==> src/rtl/note_seq_ctrl.sv <==
// Note-sequencer controller: arbitrates note loading against paced playback and
// owns the note RAM write pointer and the playback read pointer.
module note_seq_ctrl #(
    parameter int ADDR_W   = 4,
    parameter int TICK_DIV = 25000000,
    parameter int DIV_W    = 25
) (
    input  logic              clk,
    input  logic              reset,
    input  logic              load_n,
    input  logic              playback,
    input  logic              stop_n,
    input  logic              pause,
    input  logic              loop,
    input  logic [ADDR_W-1:0] last_idx,
    output logic              ld_note,
    output logic              ld_play,
    output logic              paused,
    output logic              busy,
    output logic [ADDR_W-1:0] wr_addr,
    output logic [ADDR_W-1:0] note_counter,
    output logic              step,
    output logic              done
);

    typedef enum logic [1:0] {
        IDLE,
        LOAD,
        PLAY,
        PAUSE
    } state_t;

    localparam logic [DIV_W-1:0] DIV_LAST = DIV_W'(TICK_DIV - 1);

    state_t            state_q, state_d;
    logic [DIV_W-1:0]  div_q, div_d;
    logic [ADDR_W-1:0] note_q, note_d;
    logic [ADDR_W-1:0] wr_q, wr_d;
    logic [ADDR_W-1:0] len_q, len_d;
    logic              done_q, done_d;

    // stop_n masks step so an abort on the final tick never looks like a completed note
    assign step = (state_q == PLAY) && (div_q == DIV_LAST) && stop_n;

    always_ff @(posedge clk or negedge reset) begin
        if (!reset) begin
            state_q <= IDLE;
            div_q   <= '0;
            note_q  <= '0;
            wr_q    <= '0;
            len_q   <= '0;
            done_q  <= 1'b0;
        end else begin
            state_q <= state_d;
            div_q   <= div_d;
            note_q  <= note_d;
            wr_q    <= wr_d;
            len_q   <= len_d;
            done_q  <= done_d;
        end
    end

    always_comb begin
        state_d = state_q;
        div_d   = div_q;
        note_d  = note_q;
        wr_d    = wr_q;
        len_d   = len_q;
        done_d  = 1'b0;

        case (state_q)
            IDLE: begin
                if (!load_n) begin
                    state_d = LOAD;
                end else if (!playback) begin
                    state_d = PLAY;
                    div_d   = '0;
                    note_d  = '0;
                    len_d   = last_idx;
                end
            end
            LOAD: begin
                // Wrap uses the live last_idx so loading follows the length being set up
                if (load_n) begin
                    state_d = IDLE;
                    wr_d    = (wr_q >= last_idx) ? '0 : wr_q + 1'b1;
                end
            end
            PLAY: begin
                if (!stop_n) begin
                    state_d = IDLE;
                    div_d   = '0;
                    note_d  = '0;
                end else if (step) begin
                    div_d = '0;
                    if (note_q < len_q) begin
                        note_d = note_q + 1'b1;
                    end else begin
                        note_d = '0;
                        if (!loop) begin
                            state_d = IDLE;
                            done_d  = 1'b1;
                        end
                    end
                end else begin
                    // The cycle that samples pause still counts as a played cycle
                    div_d = div_q + 1'b1;
                    if (pause) begin
                        state_d = PAUSE;
                    end
                end
            end
            PAUSE: begin
                if (!stop_n) begin
                    state_d = IDLE;
                    div_d   = '0;
                    note_d  = '0;
                end else if (!pause) begin
                    state_d = PLAY;
                end
            end
            default: begin
                state_d = IDLE;
            end
        endcase
    end

    assign ld_note      = (state_q == LOAD);
    assign ld_play      = (state_q == PLAY);
    assign paused       = (state_q == PAUSE);
    assign busy         = (state_q == PLAY) || (state_q == PAUSE);
    assign wr_addr      = wr_q;
    assign note_counter = note_q;
    assign done         = done_q;

endmodule

==> config.mk <==
export PLATFORM = sky130hd
export DESIGN_NAME = note_seq_ctrl
export DESIGN_NICKNAME = d
export VERILOG_FILES = /design/src/rtl/note_seq_ctrl.sv
export SDC_FILE = /design/constraint.sdc
export NUM_CORES = 1
export LEC_CHECK = 0
export CAP_MARGIN = 15
export CORE_ASPECT_RATIO = 1.2
export CORE_MARGIN = 2
export CORE_UTILIZATION = 40
export CTS_BUF_LIST = sky130_fd_sc_hd__clkbuf_8
export DETAILED_ROUTE_END_ITERATION = 10
export HOLD_SLACK_MARGIN = 0.08
export MAX_ROUTING_LAYER = met4
export PLACE_DENSITY = 0.68
export SYNTH_ARGS = -nofsm -noshare
export SYNTH_HDL_FRONTEND = slang
export SYNTH_SLANG_ARGS = --single-unit
==> constraint.sdc <==
create_clock -name clk -period 3.4 [get_ports clk]
set_clock_uncertainty 0.1 [all_clocks]
set_input_delay 0.51 -clock clk [delete_from_list [all_inputs] [get_ports clk]]
set_output_delay 0.51 -clock clk [all_outputs]
set_load 0.02 [all_outputs]
==> out/summary.txt, run 1 <==
CP required: 2790 ps
Post-Place Worst Slack: 187 ps
#FFs+latches synth: 40
Cell Pwr Density: 460 nW/um2
Max Clk Rate: 308 MHz
Post-Route WL: 4640 um
Crit-path max cell delay: 570 ps
Mean Syn Cell Area: 9.52 um2
Initial antenna violation count: 0
Residual DRC: 0
CP bufs+invs: 1
Worst Path Arrival: 2630 ps
Yosys cell types: 43
Routed length per instance: 14.1 um
Drt initial violations: 68
Number of global-route vias before repair: 1,811
Register clock-pin slew on the reported worst setup and hold paths: 90 ps
EDFF count, synth: 0
Status: finished, final reports clean
Layout Cells excl Fill: 328
Final Hold Fails: 0
Cells after DPL: 320
Hold Slack: 223 ps
Rows: 29
CP max stage cell: or4_4
Sequential fraction of design power: 45.6%
Crit path max-delay family: simple AND/OR/NAND/NOR gates
Post-synth ARST share: 100%
Worst hold path type: primary input to asynchronous set/reset pin
Minimum clock period: 3240 ps
Leakage: 1.18 nW
Sw Share: 30.4%
Initial Util: 41.8%
Number of setup buffers added after CTS: 0
Post-Syn Area: 2250 um2
Number of setup violations in the final report: 0
Area Overhead vs Synth: 18.7%
Final period util: 95.4%
Antenna viol nets, final: 0
CP Cell Sequence: or4_1 -> or4_4 -> or3_1 -> nor2_1 -> dlygate4sd2_1
First-pass GRT wire length: 7900 um
Most frequent cells in the layout: dfrtp_1 (40), nor2_1 (27), clkdlybuf4s50_1 (22)
Worst skew pair latency: 300 ps
Peak supply drop: 0.234 mV
Crit end category: output port
CTS tree: yes
# diodes: 0
Clock buffer depth: 2
Design area: 2670 um2
Yosys warns: 0
Core region area: 5370 um2
NetSw: 0.374 mW
H-tree depth: 2
Die H: 86.1 um
Dpl cell area: 2560 um2
CP startpoint kind: register
Least-Margin Pin Slew: 892 ps
P_int: 0.854 mW
CP Max Fanout: 5
Post-CTS Hold Buffers: 0
Max-slew violation count: 0
Post_cts resized: 1
Total die area: 6240 um2
Max-Cap Viols: 0
DR vias: 1,829
Via density: 5.58
Largest net degree at the start of global routing: 41
Comb pwr share: 22.8%
Layout cells sized above 1: 8.27%
Crit path kind: register to output port
Post-synth net total: 257
RSZ-0062 raised after global routing: false
Post-synthesis sequential area ratio: 44.5%
Commonest non-fill, non-tap cell in the layout: dfrtp_1
Final WS setup: 155 ps
Hpwl dp: 3340 um
Boundary Pins: 25
Max-slew headroom: 40.6%
Clock power share: 31.6%
GRT Residual Overflow: 0
TNS Setup: 0 ps
Total global-route track usage: 16.6%
Net count, final: 286
First-pass DRT Iterations: 4
Sink Count: 40
Die Width: 72.4 um
Cell chosen for the clock root: clkbuf_8
Final Wtd Congestion: 0.795
CTS Buf Count: 5
Top_reg_cell synth: dfrtp_1
Cells after synthesis: 236
PortBufs: 24
## flip-flops by register name, summed over array words and instances (netlist names)
register / cells
done: 1
state_q: 2
wr_addr: 4
div_q: 25
len_q: 4
note_counter: 4
## kinds of logic (layout without fill, tap and decap cells)
family / count (synthesis) / count (layout) / synth area share (%)
adder cells (fa/ha/maj): 10 / 10 / 5.57
flip-flops: 40 / 40 / 44.5
buffers and inverters: 16 / 46 / 3.34
XOR/XNOR: 15 / 15 / 5.85
multiplexers: 1 / 1 / 0.501
AO/OA/AOI/OAI: 42 / 42 / 13.4
AND/OR/NAND/NOR: 112 / 112 / 26.8
## metal layers
metal  GRT usage, %  vias to the layer above  share of wire, %
li1               -                      900                 -
met4           7.07                        0               1.9
met5              -                        -                 0
met2           29.1                       35                49
met1           17.9                      887                46
met3           3.76                        7               3.5
## metrics by stage
stage | total power [mW] | utilization (%)
2_1_floorplan | 0.735 | -
3_3_place_gp | 0.843 | 47.6
3_5_place_dp | 0.854 | 47.6
4_1_cts | 1.24 | 49.7
5_1_grt | 1.30 | 49.7
6_report | 1.23 | 49.7
## final cells by class
| cell class | instances | area, um2 |
|---|---|---|
| repair buffers | 29 | 272 |
| well taps | 62 | 77.6 |
| fillers | 539 | 2700 |
| inverters | 9 | 33.8 |
| clock inverters | 3 | 42.5 |
| multi-input cells | 180 | 1170 |
| clock buffers | 5 | 68.8 |
| flip-flops and latches | 40 | 1000 |
## power groups by stage
stage / Combinational (mW) / Sequential [mW] / Clock, mW
finish: 0.280 / 0.560 / 0.388
global route: 0.319 / 0.567 / 0.414
CTS: 0.285 / 0.560 / 0.397
detailed placement: 0.284 / 0.570 / 0
global placement: 0.277 / 0.567 / 0
floorplan: 0.154 / 0.581 / 0
## synth_stat cells (2+ instances only)
master	count	area, um2
o21ai_0	16	80.1
ha_1	10	125
xnor2_1	2	17.5
or2_2	3	18.8
a21o_1	3	22.5
clkbuf_1	5	18.8
o31ai_1	2	15.0
o21bai_1	3	22.5
nor2b_1	2	12.5
and3_1	6	37.5
buf_6	2	22.5
nand3_1	16	80.1
or3_1	4	25.0
nor2_1	27	101
nand2_1	16	60.1
nor4b_1	3	26.3
dfrtp_1	40	1000
inv_1	9	33.8
nor3_1	8	40.0
nand4_1	11	68.8
and2_1	4	25.0
a21oi_1	4	20.0
nand2b_1	5	31.3
xor2_1	13	114
a22o_1	4	35.0
## final timing paths
check / start / endpoint / slack [ps] / cells past startpoint
setup / recovery: div_q[9]$_DFFE_PN0P_ / step / 160 / 5
hold / removal: reset / note_counter[2]$_DFFE_PN0P_ / 220 / 1
setup reg to reg: div_q[9]$_DFFE_PN0P_ / div_q[7]$_DFFE_PN0P_ / 500 / 6
hold reg to reg: div_q[6]$_DFFE_PN0P_ / div_q[6]$_DFFE_PN0P_ / 430 / 1
max in group asynchronous: reset / div_q[19]$_DFFE_PN0P_ / 2400 / 1
min in group clk: div_q[6]$_DFFE_PN0P_ / div_q[6]$_DFFE_PN0P_ / 430 / 1
## worst reg2reg max path, cell delays in order, from the launching register on
cell	delay, ps
dfrtp_1	420
or4_1	520
or4_4	570
or3_1	410
buf_4	190
a21oi_4	430
nor2_1	130
Power figures use the tool's default switching activity.
==> run 2, diff against run 1 <==
==> constraint.sdc (replaced) <==
create_clock -name clk -period 3.51 [get_ports clk]
set_clock_uncertainty 0.1 [all_clocks]
set_input_delay 0.5265 -clock clk [delete_from_list [all_inputs] [get_ports clk]]
set_output_delay 0.5265 -clock clk [all_outputs]
set_load 0.02 [all_outputs]
==> out/summary.txt, run 2 (synthesis gave the netlist of run 1 again) <==
Status: finished, final reports clean (unchanged)
Least-Margin Pin Slew: 902 ps (was 892 ps)
Dpl cell area: 2540 um2 (was 2560 um2)
PortBufs: 24 (unchanged)
Largest net degree at the start of global routing: 41 (unchanged)
Die H: 86.1 um (unchanged)
CP required: 2880 ps (was 2790 ps)
Layout cells sized above 1: 7.58% (was 8.27%)
Crit-path max cell delay: 560 ps (was 570 ps)
CP Cell Sequence: or4_1 -> or4_4 -> or3_1 -> nor2_1 -> dlygate4sd2_1 (unchanged)
Die Width: 72.4 um (unchanged)
R2r setup slk: 640 ps (was 500 ps)
Commonest non-fill, non-tap cell in the layout: dfrtp_1 (unchanged)
CP bufs+invs: 1 (unchanged)
Most frequent cells in the layout: dfrtp_1 (40), nor2_1 (27), clkdlybuf4s50_1 (22) (unchanged)
Net count, final: 284 (was 286)
Post-Place Worst Slack: 263 ps (was 187 ps)
Boundary Pins: 25 (unchanged)
Total global-route track usage: 15.7% (was 16.6%)
Max-slew headroom: 39.8% (was 40.6%)
Clock buffer depth: 2 (unchanged)
DR vias: 1,807 (was 1,829)
Core region area: 5370 um2 (unchanged)
Cell Pwr Density: 427 nW/um2 (was 460 nW/um2)
Number of setup violations in the final report: 0 (unchanged)
Worst hold path type: primary input to asynchronous set/reset pin (unchanged)
TNS Setup: 0 ps (unchanged)
First-pass DRT Iterations: 4 (unchanged)
Total die area: 6240 um2 (unchanged)
Final cell utilization of the core: 49.0% (was 49.7%)
Area Overhead vs Synth: 17.1% (was 18.7%)
Final Wtd Congestion: 0.772 (was 0.795)
Crit end category: output port (unchanged)
Leakage: 1.17 nW (was 1.18 nW)
Final Hold Fails: 0 (unchanged)
CP Max Fanout: 6 (was 5)
Hpwl dp: 3220 um (was 3340 um)
# diodes: 0 (unchanged)
Cells after DPL: 318 (was 320)
CP startpoint kind: register (unchanged)
Max Clk Rate: 304 MHz
Crit path max-delay family: simple AND/OR/NAND/NOR gates (unchanged)
RSZ-0062 raised after global routing: false (unchanged)
Layout Cells excl Fill: 326 (was 328)
Max-slew violation count: 0 (unchanged)
Routed length per instance: 13.6 um (was 14.1 um)
Worst Path Arrival: 2660 ps (was 2630 ps)
Final WS setup: 226 ps (was 155 ps)
Minimum clock period: 3280 ps
First-pass GRT wire length: 7670 um (was 7900 um)
Drt initial violations: 87 (was 68)
Largest Register: div_q (unchanged)
Register clock-pin slew on the reported worst setup and hold paths: 80 ps (was 90 ps)
Peak supply drop: 0.159 mV (was 0.234 mV)
Residual DRC: 0 (unchanged)
Fill count: 532 (was 539)
Rows: 29 (unchanged)
Cell chosen for the clock root: clkbuf_8 (unchanged)
Via density: 5.54 (was 5.58)
Number of global-route vias before repair: 1,716 (was 1,811)
Antenna viol nets, final: 0 (unchanged)
CTS tree: yes (unchanged)
CTS Buf Count: 5 (unchanged)
GRT Residual Overflow: 0 (unchanged)
Max-Cap Viols: 0 (unchanged)
Initial Util: 41.8% (unchanged)
Crit path kind: register to output port (unchanged)
Number of flip-flops in the largest register: 25 (unchanged)
Design area: 2630 um2 (was 2670 um2)
Post-Route WL: 4450 um (was 4640 um)
Worst skew pair latency: 290 ps (was 300 ps)
Sink Count: 40 (unchanged)
CP max stage cell: or4_4 (unchanged)
H-tree depth: 2 (unchanged)
Final period util: 93.6%
Number of setup buffers added after CTS: 0 (unchanged)
Initial antenna violation count: 0 (unchanged)
-- run 2: metal layers --
layer | part of all wire, % | vias to the layer above | global-route usage [%]
li1 | - | 901 | -
met1 | 45 | 864 | 18.4
met2 | 50 | 37 | 27.5
met3 | 4.2 | 5 | 2.94
met4 | 1.0 | 0 | 4.04
met5 | 0 | - | -
-- run 2: timing repair --
item,CTS,global route
endpoints found under the setup margin,1,0
hold endpoints to repair,0,0
resized for setup,1,0
hold buffers,0,0
-- run 2: final cells by class --
type / instances / area [um2] / area share, %
Clock buffer: 6 / 82.6 / 3.14
Clock inverter: 2 / 10.0 / 0.380
Inverter: 9 / 33.8 / 1.28
Multi-Input combinational cell: 180 / 1170 / 44.5
Sequential cell: 40 / 1000 / 38.0
Tap cell: 62 / 77.6 / 2.95
Timing Repair Buffer: 27 / 256 / 9.74
-- run 2: stage by stage --
stage | total power [mW] | hold WS [ps]
CTS | 1.14 | 297
global route | 1.19 | 322
detailed placement | 0.824 | 433
finish | 1.12 | 262
floorplan | 0.712 | 131
global placement | 0.817 | 413
-- run 2: worst reg2reg max path, stage by stage, from the launching register on --
cell,delay (ps)
dfrtp_1,440
or4_1,540
or4_4,560
or3_1,400
buf_4,190
a21oi_4,410
nor2_1,100
-- run 2: worst paths after layout --
| kind | startpoint | endpoint | cells past startpoint |
|---|---|---|---|
| setup / recovery | div_q[8]$_DFFE_PN0P_ | step | 5 |
| hold / removal | reset | len_q[2]$_DFFE_PN0P_ | 1 |
| setup reg to reg | div_q[8]$_DFFE_PN0P_ | div_q[18]$_DFFE_PN0P_ | 6 |
| hold reg to reg | div_q[6]$_DFFE_PN0P_ | div_q[6]$_DFFE_PN0P_ | 1 |
| max in group asynchronous | reset | div_q[18]$_DFFE_PN0P_ | 1 |
| min in group clk | div_q[6]$_DFFE_PN0P_ | div_q[6]$_DFFE_PN0P_ | 1 |
-- run 2: where the power goes --
group,internal [mW],switching (mW),total (mW)
Clock,0.157,0.157,0.314
Combinational,0.118,0.152,0.270
Sequential,0.499,0.0415,0.540
==> run 3, diff against run 2 <==
--- a/config.mk
+++ b/config.mk
@@ -7,9 +7,8 @@
 export LEC_CHECK = 0
 export CAP_MARGIN = 15
 export CORE_ASPECT_RATIO = 1.2
-export CORE_MARGIN = 2
 export CORE_UTILIZATION = 40
-export CTS_BUF_LIST = sky130_fd_sc_hd__clkbuf_8
+export CTS_BUF_LIST = sky130_fd_sc_hd__clkbuf_8 sky130_fd_sc_hd__clkbuf_16
 export DETAILED_ROUTE_END_ITERATION = 10
 export HOLD_SLACK_MARGIN = 0.08
 export MAX_ROUTING_LAYER = met4
==> out/summary.txt, run 3 (synthesis gave the netlist of run 1 again) <==
Routed length per instance: 13.8 um (was 13.6 um)
CP Max Fanout: 6 (unchanged)
First-pass GRT wire length: 7710 um (was 7670 um)
Design area: 2650 um2 (was 2630 um2)
Worst Path Arrival: 2660 ps (about the same)
PortBufs: 24 (unchanged)
Cell chosen for the clock root: clkbuf_8 (unchanged)
Antenna viol nets, final: 0 (unchanged)
CTS Buf Count: 5 (unchanged)
Post-Place Worst Slack: 259 ps (was 263 ps)
Initial Util: 42.1% (was 41.8%)
Total die area: 5920 um2 (was 6240 um2)
First-pass DRT Iterations: 4 (unchanged)
Die Width: 70.4 um (was 72.4 um)
Rows: 29 (unchanged)
Max-Cap Viols: 0 (unchanged)
CP required: 2880 ps (about the same)
Drt initial violations: 80 (was 87)
Crit path kind: register to output port (unchanged)
R2r setup slk: 640 ps (about the same)
Post_cts resized: 1 (unchanged)
Residual DRC: 0 (unchanged)
Post-Route WL: 4510 um (was 4450 um)
Via density: 5.49 (was 5.54)
Total global-route track usage: 16.9% (was 15.7%)
Boundary Pins: 25 (unchanged)
Most frequent cells in the layout: dfrtp_1 (40), nor2_1 (27), clkdlybuf4s50_1 (22) (unchanged)
Number of setup buffers added after CTS: 0 (unchanged)
Leakage: 1.17 nW (about the same)
Worst skew pair latency: 290 ps (about the same)
Area Overhead vs Synth: 17.8% (was 17.1%)
DR vias: 1,791 (was 1,807)
Hold Slack: 253 ps (was 262 ps)
RSZ-0062 raised after global routing: false (unchanged)
GRT Residual Overflow: 0 (unchanged)
Minimum clock period: 3280 ps (about the same)
Number of flip-flops in the largest register: 25 (unchanged)
Commonest non-fill, non-tap cell in the layout: dfrtp_1 (unchanged)
Reg2reg end: div_q[9]$_DFFE_PN0P_ (was div_q[18]$_DFFE_PN0P_)
Largest Register: div_q (unchanged)
Status: finished, final reports clean (unchanged)
Layout cells sized above 1: 7.20% (was 7.58%)
Least-Margin Pin Slew: 877 ps (was 902 ps)
Crit end category: output port (unchanged)
Cell Pwr Density: 443 nW/um2 (was 427 nW/um2)
Final WS setup: 227 ps (was 226 ps)
CP startpoint kind: register (unchanged)
Layout Cells excl Fill: 326 (unchanged)
Register clock-pin slew on the reported worst setup and hold paths: 80 ps (about the same)
TNS Setup: 0 ps (unchanged)
Number of setup violations in the final report: 0 (unchanged)
H-tree depth: 2 (unchanged)
Cells after DPL: 318 (unchanged)
CTS tree: yes (unchanged)
Sink Count: 40 (unchanged)
Largest net degree at the start of global routing: 41 (unchanged)
Core region area: 5330 um2 (was 5370 um2)
Worst hold path type: primary input to asynchronous set/reset pin (unchanged)
Post-CTS Hold Buffers: 0 (unchanged)
Final Hold Fails: 0 (unchanged)
Final cell utilization of the core: 49.6% (was 49.0%)
Die H: 84.1 um (was 86.1 um)
Clock buffer depth: 2 (unchanged)
Max-slew violation count: 0 (unchanged)
Number of global-route vias before repair: 1,685 (was 1,716)
Final Wtd Congestion: 0.771 (was 0.772)
Fill count: 501 (was 532)
Initial antenna violation count: 0 (unchanged)
Hpwl dp: 3270 um (was 3220 um)
Net count, final: 284 (unchanged)
Tot Pwr: 1.17 mW (was 1.12 mW)
Peak supply drop: 0.209 mV (was 0.159 mV)
Critical path startpoint: div_q[8]$_DFFE_PN0P_ (unchanged)
# diodes: 0 (unchanged)
Max Clk Rate: 305 MHz (was 304 MHz)
Max-slew headroom: 41.5% (was 39.8%)
Dpl cell area: 2540 um2 (unchanged)
R2r worst-path depth: 6 (unchanged)
RR Startpoint: div_q[8]$_DFFE_PN0P_ (unchanged)
Final period util: 93.5% (was 93.6%)
run 3: worst max path at each step:
stage / to / slack, ps
6_report: step / 230
5_1_grt: step / 120
2_1_floorplan: step / 590
3_3_place_gp: step / 260
4_1_cts: step / 220
3_5_place_dp: step / 260
run 3: worst max-delay path, cell delays in order (launching register included):
cell,delay [ps]
dfrtp_1,430
or4_1,530
or4_4,560
or3_1,400
nor2_1,90
dlygate4sd2_1,350
run 3: area by class of cell:
type / instances / area (um2) / area share [%]
sequential: 40 / 1000 / 37.8
clock inverter: 3 / 38.8 / 1.47
tap: 62 / 77.6 / 2.93
timing repair buffer: 27 / 256 / 9.69
multi-input combinational: 180 / 1170 / 44.2
clock buffer: 5 / 68.8 / 2.60
inverter: 9 / 33.8 / 1.28
run 3: metal layers:
metal	global-route usage, %	vias up	routed length [um]
met4	5.45	0	68
met1	20.2	854	2020
met3	3.38	4	162
met2	28.1	36	2260
met5	-	-	0
li1	-	897	-
run 3: where the power goes:
part	total, mW	switching, mW	leakage, nW	internal [mW]
clock	0.362	0.154	0.0593	0.208
combinational	0.269	0.151	0.573	0.118
sequential	0.541	0.0421	0.542	0.499
